==> config.mk <==
export PLATFORM = sky130hd
export DESIGN_NAME = batchnorm_relu_3
export DESIGN_NICKNAME = d
export VERILOG_FILES = /design/src/rtl/batchnorm_relu_3.sv
export SDC_FILE = /design/constraint.sdc
export NUM_CORES = 2
export LEC_CHECK = 0
export ABC_AREA = 1
export ABC_CLOCK_PERIOD_IN_PS = 9030
export CAP_MARGIN = 30
export CELL_PAD_IN_SITES_DETAIL_PLACEMENT = 1
export CELL_PAD_IN_SITES_GLOBAL_PLACEMENT = 1
export CORE_MARGIN = 2
export CORE_UTILIZATION = 35
export CTS_BUF_LIST = sky130_fd_sc_hd__clkbuf_2 sky130_fd_sc_hd__clkbuf_4 sky130_fd_sc_hd__clkbuf_8
export DETAILED_ROUTE_END_ITERATION = 8
export PLACE_DENSITY_LB_ADDON = 0.1
export SYNTH_ARGS = -nofsm -noshare
export SYNTH_HDL_FRONTEND = slang
export SYNTH_SLANG_ARGS = --single-unit
==> constraint.sdc <==
create_clock -name clk -period 9.03 [get_ports clk]
set_input_delay 1.3545 -clock clk [delete_from_list [all_inputs] [get_ports clk]]
set_output_delay 1.3545 -clock clk [all_outputs]
set_load 0.03 [all_outputs]
==> src/rtl/batchnorm_relu_3.sv <==
// Batch-norm + ReLU + requantise stage after dense_3: per-channel scale/shift, clamp, pack N channels.
// Optional macro BNR_ROUND_EN: round-half-up on requantisation (undefined: truncate toward -inf).
module batchnorm_relu_3 #(
  parameter int N       = 32,
  parameter int ACC_W   = 16,
  parameter int SCALE_W = 8,
  parameter int SHIFT_W = 16,
  parameter int OUT_W   = 6,
  localparam int CW     = $clog2(N)
) (
  input  logic               clk,
  input  logic               rst_n,
  input  logic               in_valid,
  output logic               in_ready,
  input  logic [ACC_W-1:0]   in_data,
  input  logic               in_last,
  input  logic               coef_we,
  input  logic [CW-1:0]      coef_addr,
  input  logic [SCALE_W-1:0] coef_scale,
  input  logic [SHIFT_W-1:0] coef_shift,
  output logic               out_valid,
  input  logic               out_ready,
  output logic [N*OUT_W-1:0] out_data,
  output logic               err_frame
);

  // Handshakes: a transfer happens on a rising edge where valid && ready are both high;
  // valid never waits on ready, and out_data is held stable while out_valid && !out_ready.

  localparam int ACC_FRAC   = 6;
  localparam int SCALE_FRAC = 5;
  localparam int OUT_FRAC   = 3;
  localparam int DROP       = ACC_FRAC + SCALE_FRAC - OUT_FRAC;
  localparam int PROD_W     = ACC_W + SCALE_W;
  localparam int SUM_W      = PROD_W + 1;
  localparam int RQ_W       = SUM_W + 1;
  localparam logic [CW-1:0]    LAST_CH = CW'(N - 1);
  localparam logic [OUT_W-1:0] MAXV    = {1'b0, {(OUT_W-1){1'b1}}};
`ifdef BNR_ROUND_EN
  localparam logic signed [RQ_W-1:0] RND = RQ_W'(2 ** (DROP - 1));
`else
  localparam logic signed [RQ_W-1:0] RND = '0;
`endif

  logic signed [SCALE_W-1:0] scale_mem [N];
  logic signed [SHIFT_W-1:0] shift_mem [N];

  logic [CW-1:0]            cnt;
  logic                     hs;
  logic signed [ACC_W-1:0]  din_s;
  logic signed [PROD_W-1:0] prod_c;

  logic                     s1_valid;
  logic [CW-1:0]            s1_cnt;
  logic signed [PROD_W-1:0] s1_prod;

  logic signed [SUM_W-1:0]  sum_c;
  logic signed [RQ_W-1:0]   rq_c;
  logic signed [RQ_W-1:0]   shr_c;
  logic [OUT_W-1:0]         elem;
  logic [N*OUT_W-1:0]       pack_q;
  logic [N*OUT_W-1:0]       pack_next;
  logic                     load;

  // Stall only the last channel, so a completing frame always finds the output register free.
  assign in_ready = !(cnt == LAST_CH && out_valid && !out_ready);
  assign hs       = in_valid && in_ready;

  assign din_s  = $signed(in_data);
  assign prod_c = PROD_W'(din_s) * PROD_W'(scale_mem[cnt]);

  assign sum_c = SUM_W'(s1_prod) + SUM_W'(shift_mem[s1_cnt]);
  assign rq_c  = RQ_W'(sum_c) + RND;
  assign shr_c = rq_c >>> DROP;

  always_comb begin
    elem = '0;
    if (shr_c[RQ_W-1]) begin
      elem = '0;
    end else if (|shr_c[RQ_W-2:OUT_W-1]) begin
      elem = MAXV;
    end else begin
      elem = shr_c[OUT_W-1:0];
    end
  end

  // The last element bypasses the pack register straight into the output vector.
  always_comb begin
    pack_next = pack_q;
    pack_next[s1_cnt*OUT_W +: OUT_W] = elem;
  end

  assign load = s1_valid && (s1_cnt == LAST_CH);

  always_ff @(posedge clk or negedge rst_n) begin
    if (!rst_n) begin
      cnt       <= '0;
      s1_valid  <= 1'b0;
      s1_cnt    <= '0;
      s1_prod   <= '0;
      pack_q    <= '0;
      out_valid <= 1'b0;
      out_data  <= '0;
      err_frame <= 1'b0;
    end else begin
      s1_valid <= hs;
      if (hs) begin
        s1_cnt  <= cnt;
        s1_prod <= prod_c;
        cnt     <= (in_last || cnt == LAST_CH) ? '0 : cnt + 1'b1;
        if (in_last != (cnt == LAST_CH)) begin
          err_frame <= 1'b1;
        end
      end
      if (s1_valid) begin
        pack_q <= pack_next;
      end
      if (load) begin
        out_data  <= pack_next;
        out_valid <= 1'b1;
      end else if (out_ready) begin
        out_valid <= 1'b0;
      end
    end
  end

  always_ff @(posedge clk or negedge rst_n) begin
    if (!rst_n) begin
      for (int k = 0; k < N; k++) begin
        scale_mem[k] <= SCALE_W'(2 ** SCALE_FRAC);
        shift_mem[k] <= '0;
      end
    end else if (coef_we) begin
      scale_mem[coef_addr] <= $signed(coef_scale);
      shift_mem[coef_addr] <= $signed(coef_shift);
    end
  end

endmodule
==> impl_metrics.yaml <==
floorplanning:
  placementRows: 150
  io-pin-count: 246
  die_y_um: 415
  initial_utilization_pct: 35.3
  die_w_um: 415
  die_area_mm2: 0.172
  core_mm2: 0.167
final_layout:
  n_fill_cell: 19600
  final_area_mm2: 0.0683
  final_cell_count_no_fill: 9611
  finalNetCount: 7460
  drive_above_1_share_pct: 9.62
  fin_util_pct: 40.8
  final_common_cell: "nand2_1"
  syn2layout_area_growth_pct: 15.7
  final_cell_mix: "1,748 x nand2_1, 1,379 x o21ai_0, 1,151 x dfrtp_1"
timing:
  finalSetupViolCount: 0
  fin_tns_setup_ps: 0
  worst_pin_slew_ps: 1050
  max_freq_mhz: 130
  drv_slew: 0
  hold_viol: 0
  skew_ps: 63.4
  period_share_pct: 85.5
  grt_setup_unrepaired: "false"
  whs_ps: 356
  final.min_clock_period_ps: 7720
  slew_headroom_pct: 29.7
synthesis:
  ys_warn_count: 0
  yosysUniqueCellTypes: 60
  ys.flop_type: "dfrtp_1"
  yosys.area.top_type_share_pct: 49.0
  synth_adder_area_share_pct: 5.20
  async_flop_share_pct: 100
  synth_compound_area_share_pct: 17.4
  seq_area_frac_synth_pct: 50.4
  synth_area_mm2: 0.0591
  synthMuxAreaShare_pct: 0.102
  synth_top_cell_by_area: "dfrtp_1"
  synthXorXnorAreaFrac_pct: 0.519
  synth_edf_count: 0
  synth_cells: 7170
  syn_area_per_cell_um2: 8.24
  synth_nets: 7404
  ys_ff_latch: 1189
  synthTopCellsByArea: "dfrtp_1 49%, o21ai_0 12%, nand2_1 11%"
  synth_top_family_by_area: "simple AND/OR/NAND/NOR gates"
  yosys.area_share.simple_pct: 20.7
grt:
  busiest_layer: "met2"
  grt_util_met3_pct: 3.29
  met2_usage_pct: 43.0
  grt_usage_pct: 25.8
  grt_pass1_wl_um: 341000
  grt_overflow: 0
  antenna_found_initial: 6
  grt_use_met1_pct: 34.9
  first_global_vias: 53100
  grt_max_degree: 183
setup_path:
  crit_top_cell: "nand2_1"
  crit_path_end_kind: "flop"
  cp_slowest_cell: "inv_2"
  required_ps: 9850
  critical_path.max_stage_delay_ps: 590
  crit_arrival_ps: 8540
  worstSetupPathType: "reg2reg"
  worstPathMaxFanout: 50
  start_kind: "flop"
  cp_top_family: "adder cells"
  path_buf_inv: 5
drt:
  num_vias: 51300
  drt_first_pass_iters: 7
  initialDrtViolationCount: 3740
  drc: 0
  via_per_inst: 5.34
  drt_wl_total_um: 223000
  wl_per_cell_um: 23.2
  drtAntennaViolNets: 0
cts:
  postCtsHoldBufs: 0
  clkLatencyLatePin_ps: 1020
  cts-buffers-inserted: 216
  cts_setup_buffers: 0
  htree_num_levels: 4
  cts_root_buf: "clkbuf_8"
  cts_tree: "yes"
  cts_sinks: 1189
  cts.clk_slew.worst_paths_ps: 70
  cts_buffer_depth: 3
  cts_resized: 0
power_and_ir_drop:
  p_int_mw: 13.4
  power_density_mw_per_mm2: 346
  switching_share_pct: 43.3
  p_sw_mw: 10.2
  seqPwrFrac_pct: 29.8
  irDropWorstVdd_uv: 286
  pwr-share-clk_pct: 23.6
  pwr-share-comb_pct: 46.6
  leakage_nw: 31.2
status:
  status: "finished clean"
place:
  place_congestion: 0.821
  place_area_mm2: 0.0636
  place_hpwl_um: 139000
  post-place-cells: 9210
  port_buffers: 245
flow_run:
  maxCapViolations: 0
hold_path:
  hp-class: "in2async"
## layout make-up
class,count,area [um2],area share (%)
Sequential cell,1189,29800,43.6
Multi-Input combinational cell,5105,26100,38.2
Clock buffer,358,4410,6.45
Timing Repair Buffer,352,3540,5.18
Tap cell,2204,2760,4.03
Inverter,362,1380,2.02
Clock inverter,37,322,0.471
Antenna cell,4,10.0,0.0146
## layer usage
layer / share of wire (%) / vias up
met5: 0 / -
met4: 2.8 / 0
met3: 3.9 / 320
met2: 48 / 1067
met1: 45 / 26000
li1: - / 23900
## per-stage QoR
stage	total power, mW	setup slack [ps]
floorplan	14.6	2450
global placement	17.9	1320
detailed placement	18.2	1230
CTS	24.0	1220
global route	25.7	463
finish	23.7	1310
## worst register-to-register path: cells and delay by family (launching register included)
| kind | cells | cell delay [ps] |
|---|---|---|
| compound gates | 11 | 1640 |
| simple gates | 13 | 1550 |
| buf+inv | 5 | 1500 |
| xor+xnor | 1 | 140 |
| flops | 1 | 490 |
| fa+ha+maj | 5 | 2270 |
## power by group through the flow
stage	sequential (mW)	clock (mW)	combinational, mW
2_1_floorplan	6.91	0	7.70
3_3_place_gp	7.09	0	10.8
3_5_place_dp	7.12	0	11.1
4_1_cts	7.04	5.76	11.2
5_1_grt	7.17	5.97	12.6
6_report	7.05	5.59	11.0
## logic make-up after synthesis
kind of cell               count (synthesis)
buffers and inverters                    876
DFF                                     1189
xor gates and xnor gates                  35
adders and majority gates                183
muxes                                      6
and+or+nand+nor                         2993
AOI/OAI and AO/OA                       1888
## flip-flops by register name, summed over array words and instances, names as in the netlist
signal and count:
scale_mem 256, out_valid 1, cnt 5, pack_q 192
s1_cnt 5, out_data 192, shift_mem 512, err_frame 1
s1_valid 1, s1_prod 24
## synthesized netlist by cell type, drive strengths merged, types with 6 or more instances
cell type,count
a21oi,170
a31oi,24
a32oi,15
buf,52
clkbuf,462
dfrtp,1157
dfstp,32
fa,104
ha,79
inv,358
mux2i,6
nand2,1797
nand3,332
nand4,48
nor2,714
nor3,29
o211ai,45
o21ai,1429
o21bai,10
o221ai,117
o22ai,56
o31ai,6
or2,62
xnor2,14
xor2,21
## path summary, 6_finish.rpt
check                           from        endpoint  slack [ps]  depth (start not counted)
min                            rst_n  shift_mem[309]         360                          1
min in group clk           err_frame       err_frame         470                          1
max                           cnt[0]     s1_prod[22]        1310                         35
min reg2reg                err_frame       err_frame         470                          1
max in group asynchronous      rst_n   scale_mem[72]        6530                          3
max reg2reg                   cnt[0]     s1_prod[22]        1310                         35
No activity file was read; power rests on OpenSTA's default activity.
